--- src/rtl/clkdiv_pkg.sv ---
// Shared definitions for the programmable clock divider.
//   DIV_WIDTH   : default width of a divide ratio
//   div_t       : divide-ratio / counter type at the default width
//   DIV_STOP    : ratio value that parks the divider
//   half_period : floor(N/2), the low-phase length of a period
`timescale 1ns/1ps
package clkdiv_pkg;
   localparam int unsigned DIV_WIDTH = 16;

   typedef logic [DIV_WIDTH-1:0] div_t;

   localparam div_t DIV_STOP = '0;

   function automatic div_t half_period(input div_t n);
      return n >> 1;
   endfunction
endpackage

--- src/rtl/div_shadow_reg.sv ---
// Shadow register for the divide ratio.
// Captures a new ratio on div_load_i and holds it until the divider reaches
// a point where the ratio may change (a wrap, or any edge while stopped).
// A load arriving on the wrap edge itself bypasses the shadow.
//   clk_i, rst_ni   : clock, async active-low reset
//   div_load_i      : load strobe for div_value_i
//   div_value_i     : new ratio
//   wrap_i          : this edge starts a new period
//   stop_i          : active ratio is zero
//   active_n_i      : currently active ratio
//   next_n_o        : ratio to use from this edge on
//   apply_o         : active ratio should take next_n_o on this edge
//   pending_o       : shadow holds a ratio not yet applied
`timescale 1ns/1ps
module div_shadow_reg
   import clkdiv_pkg::*;
#(
   parameter int unsigned WIDTH       = DIV_WIDTH,
   parameter int unsigned DEFAULT_DIV = 2
) (
   input  logic             clk_i,
   input  logic             rst_ni,
   input  logic             div_load_i,
   input  logic [WIDTH-1:0] div_value_i,
   input  logic             wrap_i,
   input  logic             stop_i,
   input  logic [WIDTH-1:0] active_n_i,
   output logic [WIDTH-1:0] next_n_o,
   output logic             apply_o,
   output logic             pending_o
);

   logic [WIDTH-1:0] shadow_q, shadow_d;
   logic             pending_q, pending_d;
   logic             bypass;

   // Only a wrap takes div_value directly; while stopped a fresh load must
   // pass through the shadow and is applied on the following edge.
   assign bypass   = wrap_i & div_load_i;
   assign apply_o  = wrap_i | (stop_i & pending_q);
   assign next_n_o = bypass    ? div_value_i :
                     pending_q ? shadow_q    : active_n_i;

   always_comb begin
      shadow_d  = shadow_q;
      pending_d = pending_q;
      if (div_load_i) begin
         shadow_d = div_value_i;
      end
      if (div_load_i && !wrap_i) begin
         pending_d = 1'b1;
      end else if (apply_o) begin
         pending_d = 1'b0;
      end
   end

   always_ff @(posedge clk_i or negedge rst_ni) begin
      if (!rst_ni) begin
         shadow_q  <= WIDTH'(DEFAULT_DIV);
         pending_q <= 1'b0;
      end else begin
         shadow_q  <= shadow_d;
         pending_q <= pending_d;
      end
   end

   assign pending_o = pending_q;

endmodule

--- src/rtl/prog_clock_divider.sv ---
// Runtime-programmable clock divider: down-counter from N-1 to 0, a one-cycle
// tick at each wrap and a square output high for ceil(N/2) cycles of each
// period. Ratio changes take effect only at period boundaries.
// Build option: PHASE_RESYNC_EN adds the resync input (forced wrap).
//   clock50      : system clock
//   MR_n         : async active-low master reset
//   enable       : count enable
//   div_value    : new ratio, taken when div_load=1
//   div_load     : load strobe
//   resync       : forced phase restart (PHASE_RESYNC_EN only)
//   load_pending : shadow loaded, not yet applied
//   count_out    : current down-counter value
//   tick         : one-cycle pulse per period
//   clock_out    : divided square output
`timescale 1ns/1ps
module prog_clock_divider
   import clkdiv_pkg::*;
#(
   parameter int unsigned WIDTH       = DIV_WIDTH,
   parameter int unsigned DEFAULT_DIV = 2
) (
   input  logic             clock50,
   input  logic             MR_n,
   input  logic             enable,
   input  logic [WIDTH-1:0] div_value,
   input  logic             div_load,
`ifdef PHASE_RESYNC_EN
   input  logic             resync,
`endif
   output logic             load_pending,
   output logic [WIDTH-1:0] count_out,
   output logic             tick,
   output logic             clock_out
);

   localparam logic [WIDTH-1:0] STOP_N = WIDTH'(DIV_STOP);

   logic [WIDTH-1:0] count_q, count_d;
   logic [WIDTH-1:0] active_q, active_d;
   logic             tick_q, tick_d;
   logic             clk_q, clk_d;
   logic [WIDTH-1:0] next_n;
   logic [WIDTH-1:0] half_n;
   logic             apply;
   logic             stop;
   logic             wrap_evt;
   logic             resync_w;

`ifdef PHASE_RESYNC_EN
   assign resync_w = resync;
`else
   assign resync_w = 1'b0;
`endif

   if (WIDTH == DIV_WIDTH) begin : g_pkg_half
      assign half_n = half_period(active_q);
   end else begin : g_gen_half
      assign half_n = active_q >> 1;
   end

   assign stop     = (active_q == STOP_N);
   assign wrap_evt = !stop && (resync_w || (enable && (count_q == '0)));

   div_shadow_reg #(
      .WIDTH       (WIDTH),
      .DEFAULT_DIV (DEFAULT_DIV)
   ) u_shadow (
      .clk_i       (clock50),
      .rst_ni      (MR_n),
      .div_load_i  (div_load),
      .div_value_i (div_value),
      .wrap_i      (wrap_evt),
      .stop_i      (stop),
      .active_n_i  (active_q),
      .next_n_o    (next_n),
      .apply_o     (apply),
      .pending_o   (load_pending)
   );

   always_comb begin
      count_d  = count_q;
      tick_d   = 1'b0;
      clk_d    = clk_q;
      active_d = apply ? next_n : active_q;
      if (stop) begin
         count_d = '0;
         clk_d   = 1'b0;
      end else if (wrap_evt) begin
         // A wrap onto a newly applied zero ratio parks the divider at once.
         if (next_n == STOP_N) begin
            count_d = '0;
            clk_d   = 1'b0;
         end else begin
            count_d = next_n - 1'b1;
            tick_d  = 1'b1;
            clk_d   = 1'b1;
         end
      end else if (enable) begin
         count_d = count_q - 1'b1;
         clk_d   = (count_d >= half_n);
      end
   end

   always_ff @(posedge clock50 or negedge MR_n) begin
      if (!MR_n) begin
         count_q  <= '0;
         active_q <= WIDTH'(DEFAULT_DIV);
         tick_q   <= 1'b0;
         clk_q    <= 1'b0;
      end else begin
         count_q  <= count_d;
         active_q <= active_d;
         tick_q   <= tick_d;
         clk_q    <= clk_d;
      end
   end

   assign count_out = count_q;
   assign tick      = tick_q;
   assign clock_out = clk_q;

endmodule

--- config.mk ---
export PLATFORM = sky130hd
export DESIGN_NAME = prog_clock_divider
export DESIGN_NICKNAME = d
export VERILOG_FILES = /design/src/rtl/clkdiv_pkg.sv /design/src/rtl/div_shadow_reg.sv /design/src/rtl/prog_clock_divider.sv
export SDC_FILE = /design/constraint.sdc
export NUM_CORES = 1
export LEC_CHECK = 0
export CORE_MARGIN = 2
export CORE_UTILIZATION = 25
export CTS_CLUSTER_SIZE = 16
export DETAILED_ROUTE_END_ITERATION = 16
export HOLD_SLACK_MARGIN = 0.06
export PLACE_DENSITY = 0.48
export SYNTH_ARGS = -nofsm -noshare
export SYNTH_HDL_FRONTEND = slang
export SYNTH_SLANG_ARGS = --single-unit
--- constraint.sdc ---
create_clock -name clock50 -period 3.8 [get_ports clock50]
set_input_delay 0.57 -clock clock50 [delete_from_list [all_inputs] [get_ports clock50]]
set_output_delay 0.57 -clock clock50 [all_outputs]
set_load 0.03 [all_outputs]
==> metrics, run 1 <==
slew margin rel. 60.3%; Layout area overhead 25.1%; Crit. End Element register; count leader, synth dfrtp_1; CP Launch Type register; Tot GR Track Use 15.9%; row count 45; Via density 5.11; Synth top cells by count 49 x dfrtp_1, 47 x nand2_1, 36 x o21ai_0; ys async rst share 100%; Power Total 2690 uW; vias in the first global route 3,589; via count 3,513; Area contributors post-synth dfrtp_1 32%, ha_1 5.9%, o21ai_0 4.7%; RSZ-0062 raised after global routing false; Nets 536; clock buffer count from CTS 5; Final Non-Filler Cells 687; fin crit share 91.4%; Fmax 288 MHz; Port-buffer cells 38; pwr dens 562 mW/mm2; post-route ant nets 0; first-pass GRT wire length 20,200 um; Seq/Total Area, Yosys 33.4%; multi-input logic area 0.00240 mm2; Die W 128 um; Max-cap violations 0; routed wire length 12,300 um; Arr. time, crit path 3.67 ns; Worst Hold Class in -> async; Post-Syn Area per Cell 8.57 um2; core area 0.0151 mm2; gr ovfl total 0; layout cells sized above 1 14.8%; Synthesized Nets 484; H-tree lvl count 2; setup bufs post-CTS 0; Starting Density 25.3%; Min Hold Slack 0.255 ns; status finished clean; Post-Route Utilization 31.7%; final hold vios 0; Mapped Cells 446; Clock Path Buffers 2; worst-case vdd ir drop 176 uV; setup TNS 0 ns; worst-skew pair later-pin latency 0.30 ns; Fillers 1,566; Post-Syn Area 0.00382 mm2; DRC Markers 0; Slew @ Worst Pin 0.596 ns; Seq. cell area 0.00128 mm2; number of synthesized flops with an enable pin 0; #FFs+latches synth 51; leakage 0.00205 uW; crit path kind reg -> reg; # IOs 39; post-DP HPWL 9750 um; dominant cell type by area after synthesis dfrtp_1; hold buffers post-CTS 0; Die Y 128 um; initial antenna violation count 0; TritonCTS clock tree yes; synth unique cells 57; crit-path max FO 13; Slew Limit Fails 0; Clk pin slew, worst setup/hold paths 0.07 ns; largest net degree at the start of global routing 30; CTS resizes 0; GPL Wtd Cong 0.905; Setup-failing EPs final 0; Most used DFF post-synth dfrtp_1; final worst path period need 3.47 ns; CTS Sinks 51; Antenna diodes 0; die area 0.0163 mm2; DRT Pass-1 Iters 5; worst path required time 3.99 ns; clk root buf clkbuf_16; DR WL/cell 18.0 um; YS warnings 0; post-placement cell count 679; clock skew 0.00996 ns; Initial DRC Count 276; area fraction of the dominant cell type after synthesis 32.1%
==> cell type report <==
type                            instances  share of cell area [%]
Clock buffer                            6                    2.90
Clock inverter                          2                   0.732
Inverter                               24                    1.88
Multi-Input combinational cell        349                    50.2
Sequential cell                        51                    26.7
Tap cell                              188                    4.92
Timing Repair Buffer                   67                    12.7
==> metrics by stage <==
step | setup slack (ns) | cell area, um2
2_1_floorplan | 0.0300 | 3850
3_3_place_gp | 0.167 | 4600
3_5_place_dp | 0.108 | 4600
4_1_cts | 0.242 | 4770
5_1_grt | 0.0387 | 4780
6_report | 0.327 | 4780
==> cells in the final DEF (no fill, tap or decap), drive strengths merged, types with 14 or more instances in the layout <==
master and count:
mux2 17, xnor2 14, nor2 30, nand2 48, buf 30, ha 18
dfrtp 49, clkdlybuf4s50 37, nor3 21, inv 23, o21ai 45, a21oi 24
nor4 15
==> state kept, by name, indices dropped and copies added (netlist names) <==
signal	count
active_q	16
count_out	16
u_shadow.shadow_q	16
clock_out	1
tick	1
u_shadow.pending_o	1
==> per-layer routing <==
metal  track usage (%)  routed length [um]  up-vias
li1                  -                   -     1722
met1              22.4                5860     1677
met2              25.4                5670       96
met3              2.71                 640       18
met4              3.68                 169        0
met5                 0                   0        -
==> critical path: stages (launching register included) <==
cell      delay, ns
dfrtp_1        0.40
nor4_2         0.53
a41oi_4        0.19
nand3_1        0.16
buf_4          0.20
nand2_1        0.07
o21ai_0        0.11
ha_1           0.22
nand3b_1       0.10
or2_2          0.32
mux2_4         0.32
a211o_1        0.32
nand2_4        0.17
o211ai_1       0.14
o211a_1        0.13
==> worst paths after layout <==
check                                      startpoint                     to  slack, ns  cells after the start
min in group clock50            u_shadow.shadow_q[15]  u_shadow.shadow_q[15]       0.51                      1
worst max-delay path                     active_q[14]           count_out[4]       0.33                     14
worst max register to register           active_q[14]           count_out[4]       0.33                     14
max in group asynchronous                        MR_n   u_shadow.shadow_q[1]       2.72                      2
worst min-delay path                             MR_n           count_out[5]       0.25                      1
worst min register to register  u_shadow.shadow_q[15]  u_shadow.shadow_q[15]       0.51                      1
==> cells by family (layout without fill, tap and decap cells) <==
kind of cell	after synthesis	after routing	share of synthesized area (%)
AOI/OAI and AO/OA	117	117	19.5
xor gates and xnor gates	27	27	6.18
adders and majority gates	18	18	5.89
buffers and inverters	46	99	4.88
DFF	51	51	33.4
muxes	29	29	8.25
and+or+nand+nor	158	158	21.9
==> where the power goes <==
group / internal, uW / total, uW / switching, uW
clock: 328 / 541 / 213
sequential: 691 / 893 / 202
combinational: 551 / 1250 / 702
Note: power is estimated with default switching activity, not from simulation.
==> run 2, diff against run 1 <==
- CTS_BUF_LIST: not set -> sky130_fd_sc_hd__clkbuf_4 sky130_fd_sc_hd__clkbuf_8 sky130_fd_sc_hd__clkbuf_16
- SKIP_CTS_REPAIR_TIMING: not set -> 1
==> results of run 2 <==
The final DEF is identical to that of run 1; final timing and power are the same.
==> run 3, diff against run 2 <==
- CELL_PAD_IN_SITES_DETAIL_PLACEMENT: not set -> 1
- CELL_PAD_IN_SITES_GLOBAL_PLACEMENT: not set -> 2
- PLACE_DENSITY: 0.48 -> 0.68
==> run 3 against run 2 <==
Net effect: register-to-register slack lost 0.06 ns; wire length grew 10%; highest routed layer unchanged; count of clock-buffer cells in the layout grew 1.
==> metrics, run 3 (synthesized netlist as in run 1, its figures left out) <==
DRT Pass-1 Iters 4 (was 5); clk root buf clkbuf_16 (unchanged); routed wire length 13,600 um (was 12,300 um); vias in the first global route 3,765 (was 3,589); leakage 0.00205 uW (about the same); DRC Markers 0 (unchanged); initial antenna violation count 0 (unchanged); Initial DRC Count 191 (was 276); largest net degree at the start of global routing 28 (was 30); clock skew 0.00495 ns (was 0.00996 ns); layout cells sized above 1 15.5% (was 14.8%); most frequent cells in the layout 49 x dfrtp_1, 47 x nand2_1, 37 x clkdlybuf4s50_1 (unchanged); H-tree lvl count 2 (unchanged); Tot GR Track Use 17.5% (was 15.9%); post-route ant nets 0 (unchanged); slew margin rel. 56.2% (was 60.3%); status finished clean (unchanged); leading cell type in the layout, fill and taps excluded dfrtp_1 (unchanged); Worst Hold Class in -> async (unchanged); gr ovfl total 0 (unchanged); Setup-failing EPs final 0 (unchanged); Crit. End Element register (unchanged); crit-path max FO 12 (was 13); core area 0.0151 mm2 (unchanged); # IOs 39 (unchanged); final hold vios 0 (unchanged); worst-case vdd ir drop 201 uV (was 176 uV); FF-to-FF path depth 14 (unchanged); die area 0.0163 mm2 (unchanged); Min Hold Slack 0.282 ns (was 0.255 ns); worst path required time 3.97 ns (was 3.99 ns); first-pass GRT wire length 22,200 um (was 20,200 um); flop2flop setup slack 0.27 ns (was 0.33 ns); crit path kind reg -> reg (unchanged); Port-buffer cells 38 (unchanged); DR WL/cell 19.7 um (was 18.0 um); Via density 5.16 (was 5.11); fin crit share 93.0% (was 91.4%); CP Launch Type register (unchanged); Antenna diodes 0 (unchanged); TritonCTS clock tree yes (unchanged); pwr dens 555 mW/mm2 (was 562 mW/mm2); R2R Path End count_out[9] (was count_out[4]); Die W 128 um (unchanged); Clock Path Buffers 2 (unchanged); CTS Sinks 51 (unchanged); final worst path period need 3.53 ns (was 3.47 ns); Nets 540 (was 536); Slew Limit Fails 0 (unchanged); Critical R2R Launch active_q[14] (unchanged); setup TNS 0 ns (unchanged); post-DP HPWL 11,000 um (was 9750 um); Layout area overhead 25.1% (about the same); worst-skew pair later-pin latency 0.29 ns (was 0.30 ns); Arr. time, crit path 3.70 ns (was 3.67 ns); Worst setup startpoint active_q[14] (unchanged); Clk pin slew, worst setup/hold paths 0.07 ns (about the same); Max-cap violations 0 (unchanged); Die Y 128 um (unchanged); Setup crit end count_out[9] (was count_out[4]); Starting Density 25.3% (unchanged); Slew @ Worst Pin 0.655 ns (was 0.596 ns); row count 45 (unchanged); clock buffer count from CTS 5 (unchanged); RSZ-0062 raised after global routing false (unchanged); GPL Wtd Cong 0.844 (was 0.905); via count 3,568 (was 3,513); Fmax 283 MHz (was 288 MHz)
run 3: worst max-delay path: stages, from the launching register on:
cell      delay (ns)
dfrtp_1         0.41
nor4_2          0.56
a41oi_4         0.19
nand3_1         0.16
buf_4           0.20
nand2_1         0.07
o21ai_0         0.11
ha_1            0.22
nand3b_1        0.10
or2_2           0.31
mux2_4          0.32
a211o_1         0.32
nand2_4         0.18
buf_4           0.17
o21ai_1         0.08
run 3: report_power, final:
| group | leakage (uW) | switching, uW | internal [uW] |
|---|---|---|---|
| Combinational | 0.00135 | 731 | 557 |
| Sequential | 0.000622 | 215 | 691 |
| Clock | 0.0000747 | 201 | 258 |
run 3: layer usage:
layer	global-route usage [%]	routed length (um)	share of wire (%)	vias to the layer above
li1	-	-	-	1724
met1	24.8	6760	50	1781
met2	29.0	6390	47	50
met3	1.88	292	2.1	13
met4	3.56	180	1.3	0
met5	0	0	0	-
run 3: final cells by class:
class / instances / area, um2
Sequential cell: 51 / 1280
Clock inverter: 1 / 5.00
Inverter: 24 / 90.1
Timing Repair Buffer: 71 / 623
Clock buffer: 7 / 140
Tap cell: 188 / 235
Multi-Input combinational cell: 349 / 2410
Fill cell: 1784 / 10300
run 3: worst min-delay path by stage:
stage                      endpoint            startpoint
3_3_place_gp   u_shadow.shadow_q[4]  u_shadow.shadow_q[4]
3_5_place_dp   u_shadow.shadow_q[5]  u_shadow.shadow_q[5]
2_1_floorplan           active_q[0]                  MR_n
4_1_cts        u_shadow.shadow_q[4]                  MR_n
6_report       u_shadow.shadow_q[4]                  MR_n
5_1_grt        u_shadow.shadow_q[4]                  MR_n
run 3: per-stage QoR:
step | setup slack (ns) | util [%] | power (uW) | instances | area [um2]
floorplan | 0.0300 | - | 1660 | 446 | 3850
global placement | 0.162 | 30.6 | 2150 | 683 | 4610
detailed placement | 0.107 | 30.6 | 2190 | 683 | 4610
CTS | 0.159 | 31.5 | 2670 | 691 | 4760
global route | 0.0346 | 31.7 | 2850 | 691 | 4780
finish | 0.268 | 31.7 | 2650 | 691 | 4780
